[config.mk]
export PLATFORM = sky130hd
export DESIGN_NAME = seq_fetch_flat
export DESIGN_NICKNAME = d
export VERILOG_FILES = /design/src/rtl/seq_fetch_pkg.sv /design/src/rtl/seq_fetch_if.sv /design/src/rtl/seq_fetch_ram.sv /design/src/rtl/seq_fetch.sv /design/src/flat_wrapper.sv
export SDC_FILE = /design/constraint.sdc
export NUM_CORES = 2
export LEC_CHECK = 0
export CAP_MARGIN = 20
export CORE_UTILIZATION = 63
export CTS_BUF_LIST = sky130_fd_sc_hd__clkbuf_16
export DETAILED_ROUTE_END_ITERATION = 7
export GPL_TIMING_DRIVEN = 0
export PLACE_DENSITY_LB_ADDON = 0.3
export SLEW_MARGIN = 20
export SYNTH_ARGS = -nofsm -noshare
export SYNTH_HDL_FRONTEND = slang
export SYNTH_SLANG_ARGS = --single-unit
[constraint.sdc]
create_clock -name clock -period 6.3 [get_ports clock]
set_clock_uncertainty 0.05 [all_clocks]
set_input_delay 1.89 -clock clock [delete_from_list [all_inputs] [get_ports clock]]
set_output_delay 1.89 -clock clock [all_outputs]
set_load 0.02 [all_outputs]
[src/rtl/seq_fetch_pkg.sv]
`default_nettype none
// ============================================================================
// Module      : seq_fetch_pkg
// Description : Shared constants and state encoding for the program store /
//               instruction fetch stage.
// Revision    : 1.0 - initial release
// ============================================================================
package seq_fetch_pkg;

  localparam int DEF_ADDR_WIDTH = 8;
  localparam int DEF_INST_WIDTH = 12;

  // State codes are visible on the state output, so the values are fixed.
  typedef enum logic [1:0] {
    ST_IDLE = 2'd0,
    ST_LOAD = 2'd1,
    ST_RUN  = 2'd2,
    ST_DONE = 2'd3
  } state_e;

endpackage
`default_nettype wire

[src/rtl/seq_fetch_if.sv]
`default_nettype none
// ============================================================================
// Module      : seq_fetch_if
// Description : Load port, run control and fetch port of seq_fetch. The
//               master side is the loader/sequencer, the slave side is the
//               fetch stage itself.
// Revision    : 1.0 - initial release
// ============================================================================
interface seq_fetch_if #(
  parameter int ADDR_WIDTH = seq_fetch_pkg::DEF_ADDR_WIDTH,
  parameter int INST_WIDTH = seq_fetch_pkg::DEF_INST_WIDTH
) ();

  logic                  load_start;
  logic [INST_WIDTH-1:0] load_data;
  logic                  load_valid;
  logic                  load_last;
  logic                  load_ready;
  logic                  run;
  logic                  abort;
  logic [ADDR_WIDTH-1:0] addr;
  logic [INST_WIDTH-1:0] inst;
  logic                  inst_en;
  logic                  done;
  logic [ADDR_WIDTH:0]   prog_len;
  logic [1:0]            state;

  modport master (
    output load_start, load_data, load_valid, load_last, run, abort, addr,
    input  load_ready, inst, inst_en, done, prog_len, state
  );

  modport slave (
    input  load_start, load_data, load_valid, load_last, run, abort, addr,
    output load_ready, inst, inst_en, done, prog_len, state
  );

endinterface
`default_nettype wire

[src/rtl/seq_fetch_ram.sv]
`default_nettype none
// ============================================================================
// Module      : seq_fetch_ram
// Description : Simple dual-port program store, synchronous write and
//               registered synchronous read. Only the read register is
//               reset; the array keeps its contents across reset.
// Revision    : 1.0 - initial release
// ============================================================================
module seq_fetch_ram #(
  parameter int ADDR_WIDTH = seq_fetch_pkg::DEF_ADDR_WIDTH,
  parameter int INST_WIDTH = seq_fetch_pkg::DEF_INST_WIDTH
) (
  input  logic                  clock,
  input  logic                  reset,
  input  logic                  wr_en_i,
  input  logic [ADDR_WIDTH-1:0] wr_addr_i,
  input  logic [INST_WIDTH-1:0] wr_data_i,
  input  logic                  rd_en_i,
  input  logic [ADDR_WIDTH-1:0] rd_addr_i,
  output logic [INST_WIDTH-1:0] rd_data_o
);

  localparam int DEPTH = 2 ** ADDR_WIDTH;

  logic [INST_WIDTH-1:0] mem_q [DEPTH];
  logic [INST_WIDTH-1:0] rd_data_q;

  // Write port: plain synchronous write, no reset so it maps onto block RAM.
  always_ff @(posedge clock) begin
    if (wr_en_i) begin
      mem_q[wr_addr_i] <= wr_data_i;
    end
  end

  // Read port: output register clears on reset and holds while not enabled.
  always_ff @(posedge clock) begin
    if (reset) begin
      rd_data_q <= '0;
    end else if (rd_en_i) begin
      rd_data_q <= mem_q[rd_addr_i];
    end
  end

  assign rd_data_o = rd_data_q;

endmodule
`default_nettype wire

[src/rtl/seq_fetch.sv]
`default_nettype none
// ============================================================================
// Module      : seq_fetch
// Description : Program store and instruction fetch stage. Loaded serially
//               while idle; in run mode returns the word addressed by the
//               sequencer and flags it valid only when the registered read
//               provably belongs to the current address.
// Revision    : 1.0 - initial release
// ============================================================================
module seq_fetch
  import seq_fetch_pkg::*;
#(
  parameter int ADDR_WIDTH = DEF_ADDR_WIDTH,
  parameter int INST_WIDTH = DEF_INST_WIDTH
) (
  input  logic        clock,
  input  logic        reset,
  seq_fetch_if.slave  bus
);

  state_e                state_q, state_d;
  logic [ADDR_WIDTH-1:0] wr_ptr_q, wr_ptr_d;
  logic [ADDR_WIDTH:0]   prog_len_q, prog_len_d;
  logic [ADDR_WIDTH-1:0] rd_addr_q;
  logic                  rd_valid_q;

  logic                  w_wr_en;
  logic                  w_rd_en;
  logic                  w_addr_in_range;
  logic [INST_WIDTH-1:0] w_rd_data;

  // addr is zero-extended so that prog_len == DEPTH covers every address.
  assign w_addr_in_range = ({1'b0, bus.addr} < prog_len_q);
  assign w_wr_en         = (state_q == ST_LOAD) && bus.load_valid;
  assign w_rd_en         = (state_q == ST_RUN);

  seq_fetch_ram #(
    .ADDR_WIDTH (ADDR_WIDTH),
    .INST_WIDTH (INST_WIDTH)
  ) u_ram (
    .clock     (clock),
    .reset     (reset),
    .wr_en_i   (w_wr_en),
    .wr_addr_i (wr_ptr_q),
    .wr_data_i (bus.load_data),
    .rd_en_i   (w_rd_en),
    .rd_addr_i (bus.addr),
    .rd_data_o (w_rd_data)
  );

  // Next-state logic: mode transitions plus write pointer / length updates.
  always_comb begin
    state_d    = state_q;
    wr_ptr_d   = wr_ptr_q;
    prog_len_d = prog_len_q;
    case (state_q)
      ST_IDLE: begin
        if (bus.abort) begin
          state_d = ST_IDLE;
        end else if (bus.load_start) begin
          state_d    = ST_LOAD;
          wr_ptr_d   = '0;
          prog_len_d = '0;
        end else if (bus.run && (prog_len_q != '0)) begin
          state_d = ST_RUN;
        end
      end
      ST_LOAD: begin
        // A word offered alongside abort is still accepted: ready was high.
        if (w_wr_en) begin
          wr_ptr_d   = wr_ptr_q + 1'b1;
          prog_len_d = prog_len_q + 1'b1;
          // Last physical word ends the load; the pointer never wraps.
          if (bus.load_last || (&wr_ptr_q)) begin
            state_d = ST_IDLE;
          end
        end
        if (bus.abort) begin
          state_d = ST_IDLE;
        end
      end
      ST_RUN: begin
        if (bus.abort) begin
          state_d = ST_IDLE;
        end else if (!w_addr_in_range) begin
          state_d = ST_DONE;
        end
      end
      ST_DONE: begin
        if (bus.abort) begin
          state_d = ST_IDLE;
        end
      end
      default: state_d = ST_IDLE;
    endcase
  end

  // State, pointer and read-tracking registers.
  always_ff @(posedge clock) begin
    if (reset) begin
      state_q    <= ST_IDLE;
      wr_ptr_q   <= '0;
      prog_len_q <= '0;
      rd_addr_q  <= '0;
      rd_valid_q <= 1'b0;
    end else begin
      state_q    <= state_d;
      wr_ptr_q   <= wr_ptr_d;
      prog_len_q <= prog_len_d;
      rd_valid_q <= (state_q == ST_RUN);
      if (w_rd_en) begin
        rd_addr_q <= bus.addr;
      end
    end
  end

  assign bus.load_ready = (state_q == ST_LOAD);
  assign bus.done       = (state_q == ST_DONE);
  assign bus.state      = state_q;
  assign bus.prog_len   = prog_len_q;
  assign bus.inst       = w_rd_data;
  // The read register only matches addr if it was filled in Run for this
  // very address; any address change therefore costs one bubble.
  assign bus.inst_en    = (state_q == ST_RUN) && rd_valid_q &&
                          (rd_addr_q == bus.addr) && w_addr_in_range;

endmodule
`default_nettype wire

[src/flat_wrapper.sv]
// flat-port wrapper written by rule: the top's interface ports become plain ports
module seq_fetch_flat import seq_fetch_pkg::*;
#(
  parameter int ADDR_WIDTH = DEF_ADDR_WIDTH,
  parameter int INST_WIDTH = DEF_INST_WIDTH
)
  (clock, reset, bus_load_start, bus_load_data, bus_load_valid, bus_load_last, bus_run, bus_abort, bus_addr, bus_load_ready, bus_inst, bus_inst_en, bus_done, bus_prog_len, bus_state);
  seq_fetch_if #(.ADDR_WIDTH(ADDR_WIDTH), .INST_WIDTH(INST_WIDTH)) bus_i ();
  input  logic clock;
  input  logic reset;
  input wire logic [$bits(bus_i.load_start)-1:0] bus_load_start;
  input wire logic [$bits(bus_i.load_data)-1:0] bus_load_data;
  input wire logic [$bits(bus_i.load_valid)-1:0] bus_load_valid;
  input wire logic [$bits(bus_i.load_last)-1:0] bus_load_last;
  input wire logic [$bits(bus_i.run)-1:0] bus_run;
  input wire logic [$bits(bus_i.abort)-1:0] bus_abort;
  input wire logic [$bits(bus_i.addr)-1:0] bus_addr;
  output wire logic [$bits(bus_i.load_ready)-1:0] bus_load_ready;
  output wire logic [$bits(bus_i.inst)-1:0] bus_inst;
  output wire logic [$bits(bus_i.inst_en)-1:0] bus_inst_en;
  output wire logic [$bits(bus_i.done)-1:0] bus_done;
  output wire logic [$bits(bus_i.prog_len)-1:0] bus_prog_len;
  output wire logic [$bits(bus_i.state)-1:0] bus_state;
  assign bus_i.load_start = bus_load_start;
  assign bus_i.load_data = bus_load_data;
  assign bus_i.load_valid = bus_load_valid;
  assign bus_i.load_last = bus_load_last;
  assign bus_i.run = bus_run;
  assign bus_i.abort = bus_abort;
  assign bus_i.addr = bus_addr;
  assign bus_load_ready = bus_i.load_ready;
  assign bus_inst = bus_i.inst;
  assign bus_inst_en = bus_i.inst_en;
  assign bus_done = bus_i.done;
  assign bus_prog_len = bus_i.prog_len;
  assign bus_state = bus_i.state;
  seq_fetch #(.ADDR_WIDTH(ADDR_WIDTH), .INST_WIDTH(INST_WIDTH)) u_core (.clock(clock), .reset(reset), .bus(bus_i));
endmodule
; ---- Word level (Yosys, flattened, before mapping)
; Memories as Yosys holds them, arrays and structs flattened. A register that Yosys moved wholly into a read port is not among the register bits.
; Index checks and enable logic that the tools add are counted.
[word_totals]
ff_bits = 28
mem_bits_rw = 3072
out_inout_bits = 26
mem_count = 1
[classes]
add_sub_neg = 2
magnitude_cmp = 1
n_eq_ne = 12
muxes = 20
reduce_logical = 12
[mem_list]
columns = name, depth, word_bits, rd, rd_ports_with_merged_regs, wr, line
row1 = u_core.u_ram.mem_q, 256, 12, 1, 1, 1, seq_fetch_ram.sv:25  ; logic [INST_WIDTH-1:0] mem_q [DEPTH];
[op_table]
columns = cell, n
row1 = 9-bit two-way mux, 3
row2 = 8-bit two-way mux, 3
row3 = 2-bit two-way mux, 9
row4 = 9-bit case mux with 2 select lines, 1
row5 = 8-bit case mux with 2 select lines, 1
row6 = 9-bit by 1-bit adder with 9-bit output (second input constant), 1
row7 = 8-bit by 9-bit less-than comparator with 1-bit output, 1
row8 = 9-bit nonzero test, 1
row9 = 8-bit by 1-bit adder with 8-bit output (second input constant), 1
row10 = 8-bit == test, 1
row11 = 2-bit case mux with 4 select lines, 1
row12 = 8-bit AND reduction, 1
row13 = 2-bit inequality test (second input constant), 3
row14 = 3-bit by 2-bit inequality test with 1-bit output (second input constant), 2
row15 = 1-bit logical AND, 5
row16 = 5-bit AND reduction, 1
row17 = 2-bit == test (second input constant), 2
row18 = 4-bit by 3-bit inequality test with 1-bit output (second input constant), 1
row19 = 4-bit AND reduction, 1
row20 = 3-bit inequality test (second input constant), 1
row21 = 2-bit by 1-bit == test with 1-bit output (second input constant), 1
row22 = 2-bit zero test, 1
row23 = 1-bit two-way mux, 2
row24 = 2-bit by 1-bit inequality test with 1-bit output (second input constant), 1
row25 = 2 further kinds, 2

; ---- Logic depth before layout (Yosys ltp)
[logic_depth]
depth_word = 6
depth_mapped = 14
ltp_nobuf = 8

; ---- Modules after synthesis
; From an unflattened synthesis, not the netlist that was laid out.
[hier_totals]
cells_unflattened = 5876
hier_area_um2 = 121340.1
[modules_own_cells]
columns = module, n_inst, cells_each, area_per_inst_um2, seq_area_each_um2
row1 = seq_fetch_ram, 1, 5698, 119818.7, 92488.7
row2 = seq_fetch, 1, 178, 1521.5, 560.5

; ---- Worst setup path before layout
; OpenSTA, ideal clock, no wires.
[synth_timing]
path_type = input to output
startpoint = input bus_addr[4]
endpoint = output bus_inst_en
t_arrival_ns = 3.823
t_required_ns = 4.360
path_slack_ns = 0.537
cell_stages = 9
path_cell_list = buf_2 > buf_2 > buf_2 > buf_2 > buf_1 > xnor2_1 > nand4_1 > nor4_1 > and4_1
[synth_between]
elab_chain_len = 3
word_cells_on_any_way = 4
classes_between = 1 x order compare / 1 x eq/ne / 2 x reduce/logical
[synth_lines]
columns = element, line
row1 = from (decl), flat_wrapper.sv:17  ; input wire logic [$bits(bus_i.addr)-1:0] bus_addr;
row2 = "parallel branches: the longest is 2 deep, another holds 8-bit by 9-bit less-than comparator with 1-bit output", -
row3 = 1-bit logical AND (*), seq_fetch.sv:125  ; (rd_addr_q == bus.addr) && w_addr_in_range;
row4 = to (decl), flat_wrapper.sv:20  ; output wire logic [$bits(bus_i.inst_en)-1:0] bus_inst_en;
; Every way passes the cells marked *.

==> flow_summary.yaml <==
run_status:
  status: "finished, violations left"
  failed_checks: "design-rule violations, negative setup slack"
grt:
  busiest_layer: "met2"
  grt_util_met2_pct: 58.1
  grt.total_usage_pct: 40.2
  grt_util_met1_pct: 49.8
  globalRoute.totalOverflow: 0
  number_of_global_route_vias_before_repair: 62296
  gr-usage-met3_pct: 16.3
  antenna_found_initial: 28
  grt_pass1_wl_um: 510000
  grt_start_max_net_pins: 137
synth:
  ys_seq_elements: 3112
  synth.most_common_cell: "edfxtp_1"
  avgSynthCellArea_um2: 22.4
  synth_top_flop_cell: "edfxtp_1"
  yosysWarningCount: 0
  post_synthesis_cells: 5333
  sequential_share_of_the_synthesized_area_pct: 77.8
  synth_area_mm2: 0.120
  yosys.cell_types.count: 51
  async_flop_share_pct: 0
  post-synth-top-area-cell: "edfxtp_1"
  post_synth_main_area_contributors: "edfxtp_1 (77%), mux4_2 (15%), a22oi_1 (1.2%), nor2_1 (1.1%), dfxtp_1 (0.67%)"
  yosys.area.top_type_share_pct: 77.1
  synthTopCellsByCount: "edfxtp_1 (3072), mux4_2 (791), nor2_1 (335)"
  synth_edf_count: 3072
  number_of_nets_produced_by_synthesis: 5373
die:
  placeableCoreArea_mm2: 0.188
  floorplan.die_area_mm2: 0.192
  boundaryPins: 53
  initial_core_util_pct: 63.6
  core.rowCount: 159
  die_w_um: 438
  dieHeight_um: 438
place:
  placement.cell_area_mm2: 0.125
  placed_cells_incl_taps: 7931
  place.detailed.hpwl_um: 242000
  place_congestion: 1.02
  port_buffers: 50
route:
  vias_after_detailed_routing: 64482
  drt-total-wl_um: 381000
  routed_wire_length_per_instance_um: 44.9
  firstDrtPassIters: 8
  route.antenna.remaining_nets: 0
  detailedRoute.firstIterationViolations: 12001
  detail_route.vias_per_cell: 7.60
  drc: 3
min_path:
  hold_class: "reg2reg"
  min-delay-start: "u_core.rd_addr_q[4]$_SDFFE_PP0P_"
finish:
  layout.cells.non_filler: 8481
  layout-area-overhead-vs-synth_pct: 12.7
  post_route_cells_drive_above_1_share_pct: 29.3
  final_core_util_pct: 71.6
  final_net_count: 5784
  finalInstanceArea_mm2: 0.135
  fillCellCount: 10499
clocking:
  cts.reportedPaths.clkPinSlew_ns: 0.06
  root_buffer: "clkbuf_16"
  clock_insertion_delay_worst_skew_ns: 0.95
  cts_max_level: 5
  cts_tree: "done"
  ctsHoldBuffers: 0
  clockBufferDepth: 4
  cts_sinks: 3112
  cts_buffers: 314
critical_path:
  worstSetupEndpointType: "register"
  worst-endpoint-arrival_ns: 7.24
  cp_top_delay_family: "buffers and inverters"
  cp-start-kind: "input pin"
  worstSetupStartpoint: "bus_addr[1]"
  critPathMaxFanout: 10
  critical_path.slowest_cell: "a221oi_1"
  cpMostUsedCell: "buf_2"
  crit_path_cells: "clkdlybuf4s50_1 > buf_6 > buf_4 > buf_2 > buf_2 > buf_2 > mux4_2 > a221oi_1 > o22ai_1 > a211oi_1 > nor4_1"
  timing.critical_path.slowest_cell_delay_ns: 0.92
  timing.rr.start: "u_core.bus.state[0]$_SDFFE_PP0P_"
  category_of_the_most_critical_setup_path: "in2reg"
  crit_required_ns: 7.06
  crit_buf_inv: 6
timing:
  max-slew-margin-rel_pct: 12.0
  worst_slack_ns: -0.180
  whs_ns: 0.419
  rsz_0062_raised_after_global_routing: "no"
  setup_viol: 5
  share_of_the_clock_period_used_by_the_worst_path_pct: 103
  post-route-min-period_ns: 6.48
  worst_margin_pin_slew_ns: 1.32
  hold_violations: 0
  max_freq_ghz: 0.154
  number_of_pins_with_negative_max_slew_slack_in_the_final_report: 0
pwr:
  ratio_of_total_power_to_cell_area_mw_per_mm2: 318
  worst_ir_drop_vdd_mv: 0.468
  power_leakage_nw: 41.9
job:
  drv_cap: 0
[final timing paths]
check / endpoint / slack [ns] / depth (start not counted)
hold / removal: u_core.rd_addr_q[4]$_SDFFE_PP0P_ / 0.42 / 2
setup reg to reg: u_core.u_ram.mem_q[84][10]$_DFFE_PP_ / 1.51 / 6
setup / recovery: u_core.u_ram.rd_data_o[1]$_SDFFE_PP0P_ / -0.18 / 11
hold reg to reg: u_core.rd_addr_q[4]$_SDFFE_PP0P_ / 0.42 / 2
[worst register-to-register path, stage by stage, from the launching register on]
cell and delay, ns:
dfxtp_1 0.49, nor2b_1 0.46, nand2_1 0.29, nor3b_1 0.46, nand2_1 0.87, clkbuf_2 0.85
nor2_2 0.90
[where the power goes]
group	switching (W)	internal, W
Clock	0.00777	0.00998
Sequential	0.00000420	0.0227
Combinational	0.00162	0.000734
Total	0.00939	0.0334
[sequential cells by signal, summed over array words and instances, names as in the netlist]
signal	count
u_core.wr_ptr_q	8
u_core.u_ram.rd_data_o	12
u_core.rd_valid_q	1
u_core.u_ram.mem_q	3072
u_core.bus.prog_len	9
u_core.rd_addr_q	8
u_core.bus.state	2
[cells in the final DEF, fill, tap and decap left out, drive strengths merged, types with 30 or more instances in the layout]
master         count
mux4             802
nand2             68
inv               83
clkbuf           453
a22oi            188
clkdlybuf4s50     34
edfxtp          3072
mux2i             69
buf              237
a221oi            30
nor2             335
dfxtp             40
a21oi             99
clkinv           117
[cell families (layout without fill, tap and decap cells)]
logic type	Yosys count	after routing	share of synthesized area, %
xor+xnor	20	20	0.146
other cells	0	21	0
compound gates	443	443	2.63
fa+ha+maj	13	13	0.136
buf+inv	324	956	1.57
simple gates	543	543	1.98
mux	878	878	15.8
flops	3112	3112	77.8
[layout make-up]
type	count	area, µm²	area share (%)
repair buffers	106	1690	1.25
well taps	2495	3120	2.32
clock inverters	217	1480	1.10
multi-input cells	1897	25400	18.8
plain buffers	301	1980	1.47
flip-flops and latches	3112	93000	69.0
clock buffers	320	8010	5.94
diodes	21	52.6	0.0390
inverters	12	45.0	0.0334
[layer usage]
layer  share of wire [%]  vias to the layer above
li1                    -                    23474
met1                  31                    33087
met2                  44                     6477
met3                  16                     1420
met4                 8.7                       24
met5                0.13                        -
[per-stage QoR]
stage                     power [W]  TNS (ns)  setup WS, ns
final                        0.0428    -0.529        -0.180
after CTS                    0.0426         0       0.00331
after floorplan              0.0242         0         0.537
after global placement       0.0255         -         -4.66
after detailed placement     0.0254    -11.61         -2.96
after global routing         0.0434         0        0.0216
[what timing repair did]
action	in CTS	in global routing
resized for setup	48	9
pin swaps	1	0
setup endpoints to repair	1	5
buffers inserted	2	0
Note: power is estimated with default switching activity, not from simulation.
